--- src/rtl/water_valve_arbiter.sv ---
// Round-robin arbiter sharing one building water inlet valve between several
// washing-machine controllers. One grant at a time, a one-cycle valve-switch gap
// between grants, and a per-grant fill limit that pulses a time-out to the
// offending machine and locks it out until it drops its request.
module water_valve_arbiter #(
  parameter int unsigned NUM_MACHINES    = 4,
  parameter int unsigned ID_WIDTH        = 2,
  parameter int unsigned MAX_FILL_CYCLES = 8,
  parameter int unsigned CNT_WIDTH       = 4
) (
  input  logic                    clock,
  input  logic                    reset_n,
  input  logic [NUM_MACHINES-1:0] sig_Water_Request,
  output logic [NUM_MACHINES-1:0] sig_Water_Grant,
  output logic                    valve_Open,
  output logic [NUM_MACHINES-1:0] sig_Time_Out,
  output logic [ID_WIDTH-1:0]     grant_Id,
  output logic [CNT_WIDTH-1:0]    fill_Count
);

  typedef enum logic [1:0] {
    StIdle  = 2'd0,
    StGrant = 2'd1,
    StGap   = 2'd2
  } state_e;

  localparam logic [ID_WIDTH-1:0]     LastIdRst = ID_WIDTH'(NUM_MACHINES - 1);
  localparam logic [CNT_WIDTH-1:0]    FillMax   = CNT_WIDTH'(MAX_FILL_CYCLES);
  localparam logic [NUM_MACHINES-1:0] OneLsb    = NUM_MACHINES'(1);

  state_e                  state_q, state_d;
  logic [NUM_MACHINES-1:0] grant_q, grant_d;
  logic [NUM_MACHINES-1:0] time_out_q, time_out_d;
  logic [NUM_MACHINES-1:0] lockout_q, lockout_d;
  logic [ID_WIDTH-1:0]     last_id_q, last_id_d;
  logic [CNT_WIDTH-1:0]    fill_count_q, fill_count_d;

  logic [NUM_MACHINES-1:0] eligible;
  logic [ID_WIDTH-1:0]     cand_id;
  logic [ID_WIDTH-1:0]     sel_id;
  logic                    sel_valid;
  logic [NUM_MACHINES-1:0] cur_onehot;

  // A locked machine only becomes eligible after it has been seen with its request low.
  assign eligible   = sig_Water_Request & ~lockout_q;
  assign cur_onehot = OneLsb << last_id_q;

  // Round-robin search: first eligible index upward from last_id+1, wrapping around,
  // ending on last_id itself so a lone requester can be re-granted.
  always_comb begin
    sel_valid = 1'b0;
    sel_id    = last_id_q;
    cand_id   = last_id_q;
    for (int unsigned k = 1; k <= NUM_MACHINES; k++) begin
      cand_id = ID_WIDTH'((32'(last_id_q) + k) % NUM_MACHINES);
      if (!sel_valid && eligible[cand_id]) begin
        sel_valid = 1'b1;
        sel_id    = cand_id;
      end
    end
  end

  // Next-state logic for the grant FSM and all registered outputs.
  always_comb begin
    state_d      = state_q;
    grant_d      = '0;
    time_out_d   = '0;
    last_id_d    = last_id_q;
    fill_count_d = '0;
    // Any machine sampled with its request low is released from lockout.
    lockout_d    = lockout_q & sig_Water_Request;

    unique case (state_q)
      StIdle, StGap: begin
        if (sel_valid) begin
          state_d      = StGrant;
          grant_d      = OneLsb << sel_id;
          last_id_d    = sel_id;
          fill_count_d = CNT_WIDTH'(1);
        end else begin
          state_d = StIdle;
        end
      end

      StGrant: begin
        if (!sig_Water_Request[last_id_q]) begin
          // Voluntary release wins over the fill limit.
          state_d = StGap;
        end else if (fill_count_q == FillMax) begin
          state_d    = StGap;
          time_out_d = cur_onehot;
          lockout_d  = lockout_d | cur_onehot;
        end else begin
          // Other requesters never preempt a running grant.
          grant_d      = grant_q;
          fill_count_d = fill_count_q + CNT_WIDTH'(1);
        end
      end

      default: begin
        state_d = StIdle;
      end
    endcase
  end

  // State and output registers; reset closes the valve immediately with no time-out.
  always_ff @(posedge clock or negedge reset_n) begin
    if (!reset_n) begin
      state_q      <= StIdle;
      grant_q      <= '0;
      time_out_q   <= '0;
      lockout_q    <= '0;
      last_id_q    <= LastIdRst;
      fill_count_q <= '0;
    end else begin
      state_q      <= state_d;
      grant_q      <= grant_d;
      time_out_q   <= time_out_d;
      lockout_q    <= lockout_d;
      last_id_q    <= last_id_d;
      fill_count_q <= fill_count_d;
    end
  end

  assign sig_Water_Grant = grant_q;
  assign valve_Open      = |grant_q;
  assign sig_Time_Out    = time_out_q;
  assign grant_Id        = last_id_q;
  assign fill_Count      = fill_count_q;

`ifndef SYNTHESIS
  a_grant_onehot0: assert property (@(posedge clock) disable iff (!reset_n)
    $onehot0(grant_q));
  a_time_out_onehot0: assert property (@(posedge clock) disable iff (!reset_n)
    $onehot0(time_out_q));
  a_fill_zero_when_idle: assert property (@(posedge clock) disable iff (!reset_n)
    (grant_q == '0) |-> (fill_count_q == '0));
  a_grant_only_in_grant: assert property (@(posedge clock) disable iff (!reset_n)
    (grant_q != '0) |-> (state_q == StGrant));
`endif

endmodule

--- config.mk ---
export PLATFORM = sky130hd
export DESIGN_NAME = water_valve_arbiter
export DESIGN_NICKNAME = d
export VERILOG_FILES = /design/src/rtl/water_valve_arbiter.sv
export SDC_FILE = /design/constraint.sdc
export NUM_CORES = 1
export LEC_CHECK = 0
export CAP_MARGIN = 20
export CORE_UTILIZATION = 51
export CTS_CLUSTER_DIAMETER = 30
export CTS_CLUSTER_SIZE = 14
export DETAILED_ROUTE_END_ITERATION = 16
export PLACE_DENSITY = 0.79
export SYNTH_ARGS = -nofsm -noshare
export SYNTH_HDL_FRONTEND = slang
export SYNTH_SLANG_ARGS = --single-unit
--- constraint.sdc ---
create_clock -name clock -period 2.67 [get_ports clock]
set_input_delay 0.534 -clock clock [delete_from_list [all_inputs] [get_ports clock]]
set_output_delay 0.534 -clock clock [all_outputs]
set_load 0.01 [all_outputs]
* Word-level counts from Yosys, hierarchy flattened *
Index checks and enable logic that the tools add are counted.
W data, S select, Z words.

operators by class
  $add $sub $neg = 5
  $mul = 0
  divide/modulo/power cells = 0
  reductions and logical operators = 10
  multiplexer cells = 36
  $lt $le $gt $ge = 5
  bitwise gates (word level) = 4
  shift operators = 2
  equal/unequal tests = 4

operators with widths
  operator               number
  $mux W4                11
  $pmux W4 S2            2
  $lt A2 B3 Y1 const B   5
  $mux W2                6
  $mux W1                11
  $bmux W1 S2            5
  $and A4 B4 Y4          2
  $shl A1 B2 Y4 const A  2
  $add A2 B1 Y2 const B  2
  $add A2 B2 Y2 const B  2
  $add A4 B1 Y4 const B  1
  $eq A4 B4 Y1 const B   1
  $not A4 Y4             1
  $or A4 B4 Y4           1
  $pmux W2 S2            1
  $reduce_or A4 Y1       1
  $logic_and A1 B1 Y1    3
  $logic_not A1 Y1       3
  $ne A3 B3 Y1 const B   1
  $eq A2 B1 Y1 const B   1
  $eq A2 B2 Y1 const B   1
  $logic_not A2 Y1       1
  $reduce_and A2 Y1      1
  $reduce_or A2 Y1       1

storage, ports and cells
  memories kept = 0
  memory bits (writable) = 0
  word-level logic and storage cells = 72
  bits in registers = 20
  memory bits (read-only) = 0
  bits in latches = 0

* Longest topological paths before layout *
  depth after elaboration = 17
  mapped depth = 9

* Least setup slack after synthesis *
Ideal clock, no wire load.

  path kind = flip-flop to flip-flop
  from = register last_id_q[0] (netlist: grant_Id[0])
  to = register last_id_q[1] (netlist: grant_Id[1])
  path slack = 250 ps
  required time = 2,588 ps
  stages on the path, launching flop included = 10
  data arrival time = 2,338 ps
  path through = dfstp_2 inv_2 buf_2 ha_1 nor4bb_1 a31oi_1 a32oi_1 a22oi_1 nand2_1 mux2_2

on the way
  word-level cells in the longest chain between the ends = 14
  elaborated cells on any way between the ends = 27

ends and longest elaborated chain
  element                        line  RTL
  start: declaration             35    logic [ID_WIDTH-1:0] last_id_q, last_id_d;
  start signal: assignment       113   last_id_q <= LastIdRst;
  start signal: assignment       120   last_id_q <= last_id_d;
  $add A2 B1 Y2                  55    cand_id = ID_WIDTH'((32'(last_id_q) + k) % NUM_MACHINES);
  $bmux W1 S2                    56    if (!sel_valid && eligible[cand_id]) begin
  $mux W1 (not written as such)  56
  $mux W1                        56
  $logic_not A1 Y1               56
  $logic_and A1 B1 Y1            56
  $mux W1                        56
  $logic_not A1 Y1               56
  $logic_and A1 B1 Y1            56
  $mux W1                        56
  $logic_not A1 Y1               56
  $logic_and A1 B1 Y1            56
  $mux W1                        56
  $reduce_and A2 Y1 (no line)    -

Several ways; a longest one is shown, not always the timed one. The select of a mux whose other input is x is not followed.
A chain may end at the register's enable or synchronous reset.

* Worst setup path in the final report *
Ends and elaborated chain as after synthesis.

==> flow_metrics.env <==
export IMPL_clock_fmax_mhz=415
export IMPL_ys_types=37
export IMPL_portBuffers=20
export IMPL_hpwl_microns=2050
export IMPL_insertion_delay_ns=0.31
export IMPL_hold_class="register to register"
export IMPL_synth_most_common_cell="dfrtp_1"
export IMPL_grt_usage_pct=25.4
export IMPL_clk_pin_slew_ns=0.13
export IMPL_worstSetupEndpointType="register"
export IMPL_fin_util_pct=68.7
export IMPL_finalNetCount=157
export IMPL_reg2reg_slack_ns=0.26
export IMPL_post_route_period_util_pct=90.2
export IMPL_overflow=0
export IMPL_globalplace_congestion=0.918
export IMPL_ctsRootBufferMaster="clkbuf_4"
export IMPL_p_per_area_nw_per_um2=1040
export IMPL_finalSetupViolCount=0
export IMPL_fp_dieH_microns=50.3
export IMPL_rsz0062_at_grt="false"
export IMPL_p_leak_nw=0.696
export IMPL_ios=21
export IMPL_setup_worst_path_end="grant_Id[1]$_DFFE_PN1P_"
export IMPL_crit_fanout=5
export IMPL_status="finished clean"
export IMPL_yosysSeqAreaShare_pct=42.3
export IMPL_diodes=0
export IMPL_crit_type="register to register"
export IMPL_yosysTopAreaCellShare_pct=37.9
export IMPL_cts_buffer_depth=2
export IMPL_drt_iter0_markers=29
export IMPL_synth_cells=113
export IMPL_wl_per_cell_microns=16.0
export IMPL_synth_top_cells_by_count="dfrtp_1, nor2b_1, and2_1, ha_1, nor2_1"
export IMPL_dr_total_vias=1030
export IMPL_postCtsHoldBufs=0
export IMPL_firstDrtPassIters=4
export IMPL_instances_no_fill=172
export IMPL_post_cts_setup_buffers=0
export IMPL_drive_gt1_share_pct=15.3
export IMPL_period_needed_ns=2.41
export IMPL_r2r_end="grant_Id[1]$_DFFE_PN1P_"
export IMPL_cp_arrival_ns=2.66
export IMPL_h_tree_depth=1
export IMPL_dieWidth_microns=50.3
export IMPL_worstMarginPinSlew_ns=0.415
export IMPL_startpoint_type="register"
export IMPL_ys_warn_count=0
export IMPL_grt_antenna_before_repair=0
export IMPL_fin_skew_ns=0.0107
export IMPL_synth_top_area_cell="dfrtp_1"
export IMPL_dieArea_sq_um=2530
export IMPL_finalMaxSlewViolations=0
export IMPL_cts_tree="done"
export IMPL_initial_utilization_pct=53.7
export IMPL_cpPeakStageDelay_ns=0.56
export IMPL_cts_resized=0
export IMPL_core_rowCount=17
export IMPL_r2r_cells=8
export IMPL_cts_buffers=3
export IMPL_synth_area_top_cells="dfrtp_1, ha_1, nor2b_1"
export IMPL_crit_chain="inv_2, ha_1, nor4bb_1, a31oi_1, a32oi_1, a22oi_1, nand2_1, mux2_2"
export IMPL_drc_errors=0
export IMPL_grt_pass1_vias=1092
export IMPL_syn_area_per_cell_sq_um=10.5
export IMPL_synth_edf_count=0
export IMPL_finalHoldViolCount=0
export IMPL_ys_flop_type="dfrtp_1"
export IMPL_synth_seq_cells=20
export IMPL_synthesis_area_sq_um=1190
export IMPL_core_sq_um=2210
export IMPL_maxCapViolCount=0
export IMPL_worstSetupStartpoint="grant_Id[0]$_DFFE_PN1P_"
export IMPL_via_per_inst=5.99
export IMPL_grt_max_degree=21
export IMPL_reg2reg_from="grant_Id[0]$_DFFE_PN1P_"
export IMPL_cp_slowest_cell="dfstp_2"
export IMPL_required_ns=2.92
export IMPL_dpl_cell_count=168
export IMPL_total_power_mw=1.58
export IMPL_hold_depth=1
export IMPL_area_growth_pct=27.9
export IMPL_ant_nets=0
export IMPL_wirelength_microns=2760
export IMPL_async_reset_ff_share_pct=100
export IMPL_relSlewSlack_pct=71.6
export IMPL_vdd_drop_max_mv=0.621
export IMPL_cts_sinks=20
export IMPL_syn_nets=125
export IMPL_grt_pass1_wl_microns=4750
logic make-up (layout without fill, tap and decap cells):
| kind of cell | after synthesis | after routing | synth area share, % |
|---|---|---|---|
| simple gates | 40 | 40 | 18.9 |
| compound gates | 29 | 29 | 18.8 |
| flops | 20 | 20 | 42.3 |
| mux | 7 | 7 | 8.11 |
| buf+inv | 7 | 38 | 2.53 |
| fa+ha+maj | 6 | 6 | 6.32 |
| xor+xnor | 4 | 4 | 2.95 |
layer usage:
metal	up-vias	track usage [%]	wire, microns
met3	9	4.85	171
met5	-	0	0
met2	46	38.4	1330
li1	483	-	-
met1	492	32.4	1190
met4	0	18.1	72
per-stage QoR:
stage	TNS (ns)	setup WS (ns)	hold slack (ns)	area (sq um)
2_1_floorplan	0	0.250	0.238	1190
3_3_place_gp	0	0.109	0.478	1480
3_5_place_dp	-0.00908	-0.00908	0.486	1480
4_1_cts	0	0.275	0.515	1520
5_1_grt	0	0.179	0.535	1520
6_report	0	0.261	0.517	1520
registers in the layout, indices dropped and copies added, names as in the netlist:
signal	count
state_q	2
lockout_q	4
fill_Count	4
sig_Time_Out	4
sig_Water_Grant	4
grant_Id	2
where the power goes:
group,leakage (nW),internal [mW],switching [mW]
Sequential,0.264,0.382,0.0462
Clock,0.0210,0.0833,0.102
Combinational,0.411,0.460,0.504
Total,0.696,0.925,0.652
layout by cell type (no fill, tap or decap), types with 2 or more instances in the layout:
cell type / n
a211oi_1: 3
a21o_1: 4
a21oi_1: 3
a22o_1: 2
a22oi_1: 2
a31oi_1: 2
a32o_1: 2
and2_1: 6
buf_4: 10
clkbuf_4: 3
clkdlybuf4s50_1: 20
dfrtp_1: 18
dfstp_2: 2
ha_1: 6
inv_1: 3
mux2i_1: 4
mux4_2: 2
nand2_1: 4
nand2b_1: 5
nand3_1: 5
nand4_1: 2
nor2_1: 6
nor2b_1: 9
o21ai_0: 2
o22ai_1: 2
xnor2_1: 3
cell type report:
| type | instances | area (sq um) |
|---|---|---|
| fill | 177 | 692 |
| multi-input combinational | 86 | 656 |
| sequential | 20 | 503 |
| timing repair buffer | 30 | 275 |
| clock buffer | 4 | 36.3 |
| tap | 28 | 35.0 |
| inverter | 4 | 15.0 |
critical path, delay by kind of cell (launching register included):
kind / cells / cell delay (ns)
flip-flops: 1 / 0.56
buffers and inverters: 1 / 0.04
multiplexers: 1 / 0.28
adder cells (fa/ha/maj): 1 / 0.34
AND/OR/NAND/NOR: 2 / 0.31
AO/OA/AOI/OAI: 3 / 0.82
how the worst min path moves through the flow:
stage / start / endpoint / slack [ns]
3_5_place_dp: lockout_q[2]$_DFF_PN0_ / lockout_q[2]$_DFF_PN0_ / 0.49
6_report: lockout_q[2]$_DFF_PN0_ / lockout_q[2]$_DFF_PN0_ / 0.52
5_1_grt: lockout_q[2]$_DFF_PN0_ / lockout_q[2]$_DFF_PN0_ / 0.53
3_3_place_gp: lockout_q[2]$_DFF_PN0_ / lockout_q[2]$_DFF_PN0_ / 0.48
2_1_floorplan: reset_n / fill_Count[0]$_DFF_PN0_ / 0.24
4_1_cts: lockout_q[2]$_DFF_PN0_ / lockout_q[2]$_DFF_PN0_ / 0.52
Note: power is estimated with default switching activity, not from simulation.
